$ cat config.mk
export PLATFORM = sky130hd
export DESIGN_NAME = vpu_mem_arbiter
export DESIGN_NICKNAME = d
export VERILOG_FILES = /design/src/rtl/vpu_mem_arbiter_pkg.sv /design/src/rtl/vpu_mem_arbiter_rr_picker.sv /design/src/rtl/vpu_mem_arbiter.sv
export SDC_FILE = /design/constraint.sdc
export NUM_CORES = 1
export LEC_CHECK = 0
export CORE_ASPECT_RATIO = 0.8
export CORE_UTILIZATION = 33
export DETAILED_ROUTE_END_ITERATION = 10
export GPL_ROUTABILITY_DRIVEN = 0
export PLACE_DENSITY = 0.76
export SLEW_MARGIN = 0
export SYNTH_ARGS = -nofsm -noshare
export SYNTH_HDL_FRONTEND = slang
export SYNTH_HIERARCHICAL = 1
export SYNTH_SLANG_ARGS = --single-unit
$ cat constraint.sdc
create_clock -name clk -period 3.9 [get_ports clk]
set_input_delay 0.39 -clock clk [delete_from_list [all_inputs] [get_ports clk]]
set_output_delay 0.39 -clock clk [all_outputs]
set_load 0.01 [all_outputs]
$ cat src/rtl/vpu_mem_arbiter_pkg.sv
// Shared types and defaults for the VPU SDRAM read-port arbiter.
// Holds the arbiter FSM encoding, requester indices and default bus widths.
package vpu_pkg;

    typedef enum logic [1:0] {
        IDLE  = 2'd0,
        ISSUE = 2'd1,
        DATA  = 2'd2
    } arb_state_e;

    localparam int REQ_BG  = 0;
    localparam int REQ_SPR = 1;
    localparam int REQ_AUX = 2;

    localparam int ADDR_W_DEF  = 25;
    localparam int DATA_W_DEF  = 32;
    localparam int BURST_W_DEF = 8;

endpackage

$ cat src/rtl/vpu_mem_arbiter_rr_picker.sv
// Combinational winner selection for vpu_mem_arbiter: an urgent mask
// overrides everything, otherwise round-robin starting at the pointer.
module rr_picker #(
    parameter int NUM_REQ = 3,
    parameter int IDX_W   = $clog2(NUM_REQ)
) (
    input  logic [NUM_REQ-1:0] i_req,
    input  logic [IDX_W-1:0]   i_rr_ptr,
    input  logic [NUM_REQ-1:0] i_urgent_mask,
    output logic [IDX_W-1:0]   o_winner,
    output logic               o_valid
);

    logic [2*NUM_REQ-1:0] w_dbl;
    logic [NUM_REQ-1:0]   w_rot;
    logic [NUM_REQ-1:0]   w_hit;
    logic [IDX_W:0]       w_off;
    logic [IDX_W:0]       w_sum;
    logic [IDX_W-1:0]     w_urg_idx;

    // Rotate so bit 0 is the requester at the round-robin pointer.
    assign w_hit = i_req & i_urgent_mask;
    assign w_dbl = {i_req, i_req} >> i_rr_ptr;
    assign w_rot = w_dbl[NUM_REQ-1:0];

    // Lowest set bit of the rotated and urgent vectors; descending scan keeps the lowest.
    always_comb begin
        w_off     = '0;
        w_urg_idx = '0;
        for (int k = NUM_REQ - 1; k >= 0; k--) begin
            w_off     = w_rot[k] ? (IDX_W+1)'(k) : w_off;
            w_urg_idx = w_hit[k] ? IDX_W'(k) : w_urg_idx;
        end
    end

    assign w_sum = {1'b0, i_rr_ptr} + w_off;

    // Map rotated offset back to an absolute index, wrapping at NUM_REQ.
    always_comb begin
        if (|w_hit) begin
            o_winner = w_urg_idx;
        end else if (w_sum >= (IDX_W+1)'(NUM_REQ)) begin
            o_winner = IDX_W'(w_sum - (IDX_W+1)'(NUM_REQ));
        end else begin
            o_winner = w_sum[IDX_W-1:0];
        end
    end

    assign o_valid = |i_req;

endmodule

$ cat src/rtl/vpu_mem_arbiter.sv
// Shares the SDRAM Avalon-MM burst read port among VPU requesters, one burst at a time.
// Define VPU_ARB_URGENT_EN to let the pixel-FIFO urgent flag force the background requester.
module vpu_mem_arbiter
    import vpu_pkg::*;
#(
    parameter int NUM_REQ = 3,
    parameter int ADDR_W  = ADDR_W_DEF,
    parameter int DATA_W  = DATA_W_DEF,
    parameter int BURST_W = BURST_W_DEF
) (
    input  logic                         clk,
    input  logic                         rst,
    input  logic [NUM_REQ-1:0]           req_valid,
    input  logic [NUM_REQ*ADDR_W-1:0]    req_addr,
    input  logic [NUM_REQ*BURST_W-1:0]   req_burst,
    output logic [NUM_REQ-1:0]           req_ready,
    output logic [DATA_W-1:0]            rsp_data,
    output logic [NUM_REQ-1:0]           rsp_valid,
    input  logic                         urgent,
    output logic [ADDR_W-1:0]            avm_address,
    output logic                         avm_read,
    output logic [BURST_W-1:0]           avm_burstcount,
    input  logic                         avm_waitrequest,
    input  logic [DATA_W-1:0]            avm_readdata,
    input  logic                         avm_readdatavalid,
    output logic                         busy,
    output logic [$clog2(NUM_REQ)-1:0]   owner
);

    localparam int IDX_W = $clog2(NUM_REQ);

    arb_state_e           r_state;
    logic [IDX_W-1:0]     r_owner;
    logic [IDX_W-1:0]     r_rr_ptr;
    logic                 r_urgent_grant;
    logic [NUM_REQ-1:0]   r_ready;
    logic                 r_read;
    logic [ADDR_W-1:0]    r_addr;
    logic [BURST_W-1:0]   r_burst;
    logic [BURST_W-1:0]   r_beats;

    logic [NUM_REQ-1:0]   w_urgent_mask;
    logic                 w_urgent_win;
    logic [IDX_W-1:0]     w_winner;
    logic                 w_win_valid;
    logic [ADDR_W-1:0]    w_sel_addr;
    logic [BURST_W-1:0]   w_sel_burst;
    logic [IDX_W-1:0]     w_next_ptr;
    logic                 w_beat;

`ifdef VPU_ARB_URGENT_EN
    // Urgent flag only ever promotes the background requester.
    always_comb begin
        w_urgent_mask         = '0;
        w_urgent_mask[REQ_BG] = urgent;
    end
`else
    assign w_urgent_mask = {NUM_REQ{urgent & 1'b0}};
`endif

    assign w_urgent_win = |(w_urgent_mask & req_valid);

    rr_picker #(
        .NUM_REQ (NUM_REQ),
        .IDX_W   (IDX_W)
    ) u_picker (
        .i_req         (req_valid),
        .i_rr_ptr      (r_rr_ptr),
        .i_urgent_mask (w_urgent_mask),
        .o_winner      (w_winner),
        .o_valid       (w_win_valid)
    );

    // Extract the winner's address and beat count from the flattened buses.
    always_comb begin
        w_sel_addr  = '0;
        w_sel_burst = '0;
        for (int k = 0; k < NUM_REQ; k++) begin
            w_sel_addr  = (w_winner == IDX_W'(k)) ? req_addr[k*ADDR_W +: ADDR_W] : w_sel_addr;
            w_sel_burst = (w_winner == IDX_W'(k)) ? req_burst[k*BURST_W +: BURST_W] : w_sel_burst;
        end
    end

    assign w_next_ptr = (r_owner == IDX_W'(NUM_REQ - 1)) ? '0 : r_owner + IDX_W'(1);
    assign w_beat     = (r_state == DATA) && avm_readdatavalid;

    // Arbitration, command issue and beat counting FSM.
    always_ff @(posedge clk or posedge rst) begin
        if (rst) begin
            r_state        <= IDLE;
            r_owner        <= '0;
            r_rr_ptr       <= '0;
            r_urgent_grant <= 1'b0;
            r_ready        <= '0;
            r_read         <= 1'b0;
            r_addr         <= '0;
            r_burst        <= '0;
            r_beats        <= '0;
        end else begin
            case (r_state)
                IDLE: begin
                    if (w_win_valid) begin
                        r_owner        <= w_winner;
                        r_urgent_grant <= w_urgent_win;
                        r_addr         <= w_sel_addr;
                        r_burst        <= (w_sel_burst == '0) ? BURST_W'(1) : w_sel_burst;
                        r_ready        <= {{(NUM_REQ-1){1'b0}}, 1'b1} << w_winner;
                        r_read         <= 1'b1;
                        r_state        <= ISSUE;
                    end else begin
                        r_ready <= '0;
                    end
                end
                ISSUE: begin
                    r_ready <= '0;
                    if (!avm_waitrequest) begin
                        r_read  <= 1'b0;
                        r_beats <= r_burst;
                        r_state <= DATA;
                    end else begin
                        r_read <= 1'b1;
                    end
                end
                DATA: begin
                    r_ready <= '0;
                    if (avm_readdatavalid && (r_beats == BURST_W'(1))) begin
                        // An urgent-override grant leaves the round-robin position untouched.
                        r_rr_ptr <= r_urgent_grant ? r_rr_ptr : w_next_ptr;
                        r_owner  <= '0;
                        r_beats  <= '0;
                        r_state  <= IDLE;
                    end else if (avm_readdatavalid) begin
                        r_beats <= r_beats - BURST_W'(1);
                    end else begin
                        r_beats <= r_beats;
                    end
                end
                default: begin
                    r_ready <= '0;
                    r_read  <= 1'b0;
                    r_owner <= '0;
                    r_state <= IDLE;
                end
            endcase
        end
    end

    assign req_ready      = r_ready;
    assign avm_read       = r_read;
    assign avm_address    = r_addr;
    assign avm_burstcount = r_burst;
    assign busy           = (r_state != IDLE);
    assign owner          = r_owner;
    assign rsp_valid      = w_beat ? ({{(NUM_REQ-1){1'b0}}, 1'b1} << r_owner) : '0;
    assign rsp_data       = w_beat ? avm_readdata : '0;

endmodule

==> metrics.cfg <==
[sta]
tightest_slew_ns = 1.09
setup_viol = 0
tns_ns = 0
maxSlewViolCount = 0
fin_crit_ns = 3.77
post-route-period-util_pct = 96.6
hold_viol_final = 0
timing.fmax_mhz = 265
setup_ws_ns = 0.133
finClkSkew_ns = 0.00985
relSlewSlack_pct = 27.7

[synth]
syn_avg_cell_area_um2 = 8.86
synth_most_common_cell = dfrtp_1
synthCells = 375
ys_top_cells_by_count = dfrtp_1 (51), o21ai_0 (35), nor2_1 (33)
synth-async-reset-ratio_pct = 100
synth_cell_types = 53
ys_ff_latch = 51
yosysTopAreaCellShare_pct = 38.4
netlist_top_cells_area = dfrtp_1 (38%), mux2i_1 (8.4%), and3_1 (6.0%), o21ai_0 (5.3%), nor2_1 (3.7%)
ys.flop_type = dfrtp_1
synth_edf_count = 0
ys_warn_count = 6
yosysTopAreaCell = dfrtp_1
yosysSeqAreaShare_pct = 38.4
syn_area_mm2 = 0.00332

[worst_setup_path]
cp.required_ns = 4.10
crit_fanout = 6
crit_top_cell = buf_4
worst_setup_path_start_kind = input pin
cp_cell_sequence = clkdlybuf4s50_1 > buf_4 > and4bb_1 > a31oi_1 > a2bb2oi_2 > fa_1 > inv_1 > ha_1 > and2b_2 > buf_4 > a311oi_4 > buf_4 > buf_12 > mux2i_4 > nor2_1 > a211o_1 > o31ai_2
cp.arrival_ns = 3.97
slowest_delay_ns = 0.45
slowest_stage = fa_1
end_kind = flop
crit_type = input pin to flop
reg2regPathDepth = 17

[route]
vias = 3665
wl_um = 11000
post-route-drc-count = 0
via_per_inst = 4.98
wire_per_inst_um = 14.9
antenna_left = 0
dr.pass1.iters = 4
drtIter0Drc = 105

[grt]
grt_pass1_vias = 3645
grt_start_max_net_pins = 52
grtUsageTotal_pct = 20.5
grt_use_met1_pct = 23.3
grt_pass1_wl_um = 17300
overflow = 0
met3_usage_pct = 5.95
antenna_found_initial = 0
gr-usage-met2_pct = 37.0
grt-busiest-layer = met2

[clocking]
hold_buffers = 0
cts-htree-levels = 2
root_buffer = clkbuf_16
clock_latency_ns = 0.29
clk_pin_slew_ns = 0.07
cts.sinks = 51
numCtsBuffers = 5
cts_tree = done
cts.path.max_buffers = 2

[pwr]
p_leak_nw = 2.66
pwr-share-comb_pct = 65.4
switchingPower_w = 0.00178
vdd_ir_drop_max_uv = 423
clkPwrFrac_pct = 12.8
pwr-share-seq_pct = 21.8
p_int_w = 0.00270
sw_frac_of_total_pct = 39.8
p_per_area_mw_per_mm2 = 736
power_w = 0.00448

[floorplanning]
rows = 32
die_x_um = 114
die-area_mm2 = 0.0105
start_util_pct = 34.2
coreArea_mm2 = 0.00973
die_y_um = 91.8
pin_count = 214

[place]
portBuffers = 212
numPlacedInstances = 725
hpwl_um = 8610
place_worst_setup_slack_ns = -0.334

[final_layout]
instances_no_fill = 736
syn_to_final_growth_pct = 83.1
finalNetCount = 748
drive_gt1_share_pct = 9.83
utilization_pct = 62.5
n_antenna_cell = 0

[hold_path]
holdCritPathClass = flop to flop
worstHoldPathCells = 2

[status]
status = finished, final reports clean

[run]
maxCapViolCount = 0

[cell families (layout without fill, tap and decap cells)]
family / count (synthesis) / count (layout) / synth area share (%)
compound gates: 107 / 107 / 22.1
xor+xnor: 1 / 1 / 0.264
fa+ha+maj: 10 / 10 / 3.99
buf+inv: 44 / 263 / 5.35
flops: 51 / 51 / 38.4
mux: 32 / 32 / 9.79
other cells: 1 / 7 / 0.113
simple gates: 129 / 129 / 20.0
[through the flow]
| step | instance area (µm²) | hold WS, ns |
|---|---|---|
| floorplan | 3350 | 0.479 |
| global placement | 5780 | 0.462 |
| detailed placement | 5780 | 0.469 |
| CTS | 5980 | 0.485 |
| global route | 6080 | 0.513 |
| finish | 6080 | 0.480 |
[metal layers]
metal / vias up / wire length (µm) / share of wire [%]
li1: 1802 / - / -
met1: 1673 / 4220 / 38
met2: 172 / 5570 / 51
met3: 18 / 1000 / 9.1
met4: 0 / 201 / 1.8
met5: - / 0 / 0
[layout make-up]
type	instances	area (µm²)
repair buffers	240	2390
multi-input cells	286	1990
clock inverters	3	71.3
clock buffers	5	125
flip-flops and latches	51	1280
fillers	811	3640
inverters	15	56.3
well taps	136	170
[flip-flops by register name, indices dropped and copies added (netlist names)]
name,count
r_beats,8
owner,2
avm_read,1
req_ready,3
avm_burstcount,8
avm_address,25
r_state,2
r_rr_ptr,2
[final timing paths]
kind                                      start                end  slack [ns]
max in group asynchronous                   rst        r_rr_ptr[1]        2.51
worst min register to register  avm_address[15]    avm_address[15]        0.48
min in group asynchronous                   rst        r_rr_ptr[0]        0.67
worst max register to register      r_rr_ptr[1]  avm_burstcount[0]        0.16
worst min-delay path            avm_address[15]    avm_address[15]        0.48
worst max-delay path               req_valid[0]  avm_burstcount[0]        0.13
[power groups by stage]
| stage | Clock (W) | Sequential [W] | Combinational, W |
|---|---|---|---|
| after floorplan | 0 | 0.00103 | 0.00150 |
| after global placement | 0 | 0.000972 | 0.00268 |
| after detailed placement | 0 | 0.000980 | 0.00277 |
| after CTS | 0.000584 | 0.000976 | 0.00278 |
| after global routing | 0.000604 | 0.00101 | 0.00320 |
| final | 0.000573 | 0.000976 | 0.00293 |
[placed cells by master (no fill, tap or decap), drive strengths merged, types with 8 or more instances in the layout]
| master | instances |
|---|---|
| buf | 27 |
| and3 | 32 |
| ha | 9 |
| o21ai | 35 |
| nor2 | 33 |
| clkdlybuf4s50 | 210 |
| a2bb2oi | 8 |
| a22o | 9 |
| a21oi | 22 |
| inv | 16 |
| nand2 | 31 |
| dfrtp | 51 |
| mux2i | 28 |
[timing repair]
| action | CTS | global route |
|---|---|---|
| gates cloned | 0 | 1 |
| endpoints found under the setup margin | 1 | 28 |
| pin swaps | 0 | 6 |
| buffers inserted | 0 | 2 |
| endpoints found under the hold margin | 0 | 0 |
| resized for setup | 1 | 12 |
[critical path: cells and delay by family]
family	cells	cell delay [ns]
and+or+nand+nor	3	0.48
adders and majority gates	2	0.58
buffers and inverters	6	1.12
muxes	1	0.21
AOI/OAI and AO/OA	5	1.18
Power figures use the tool's default switching activity.
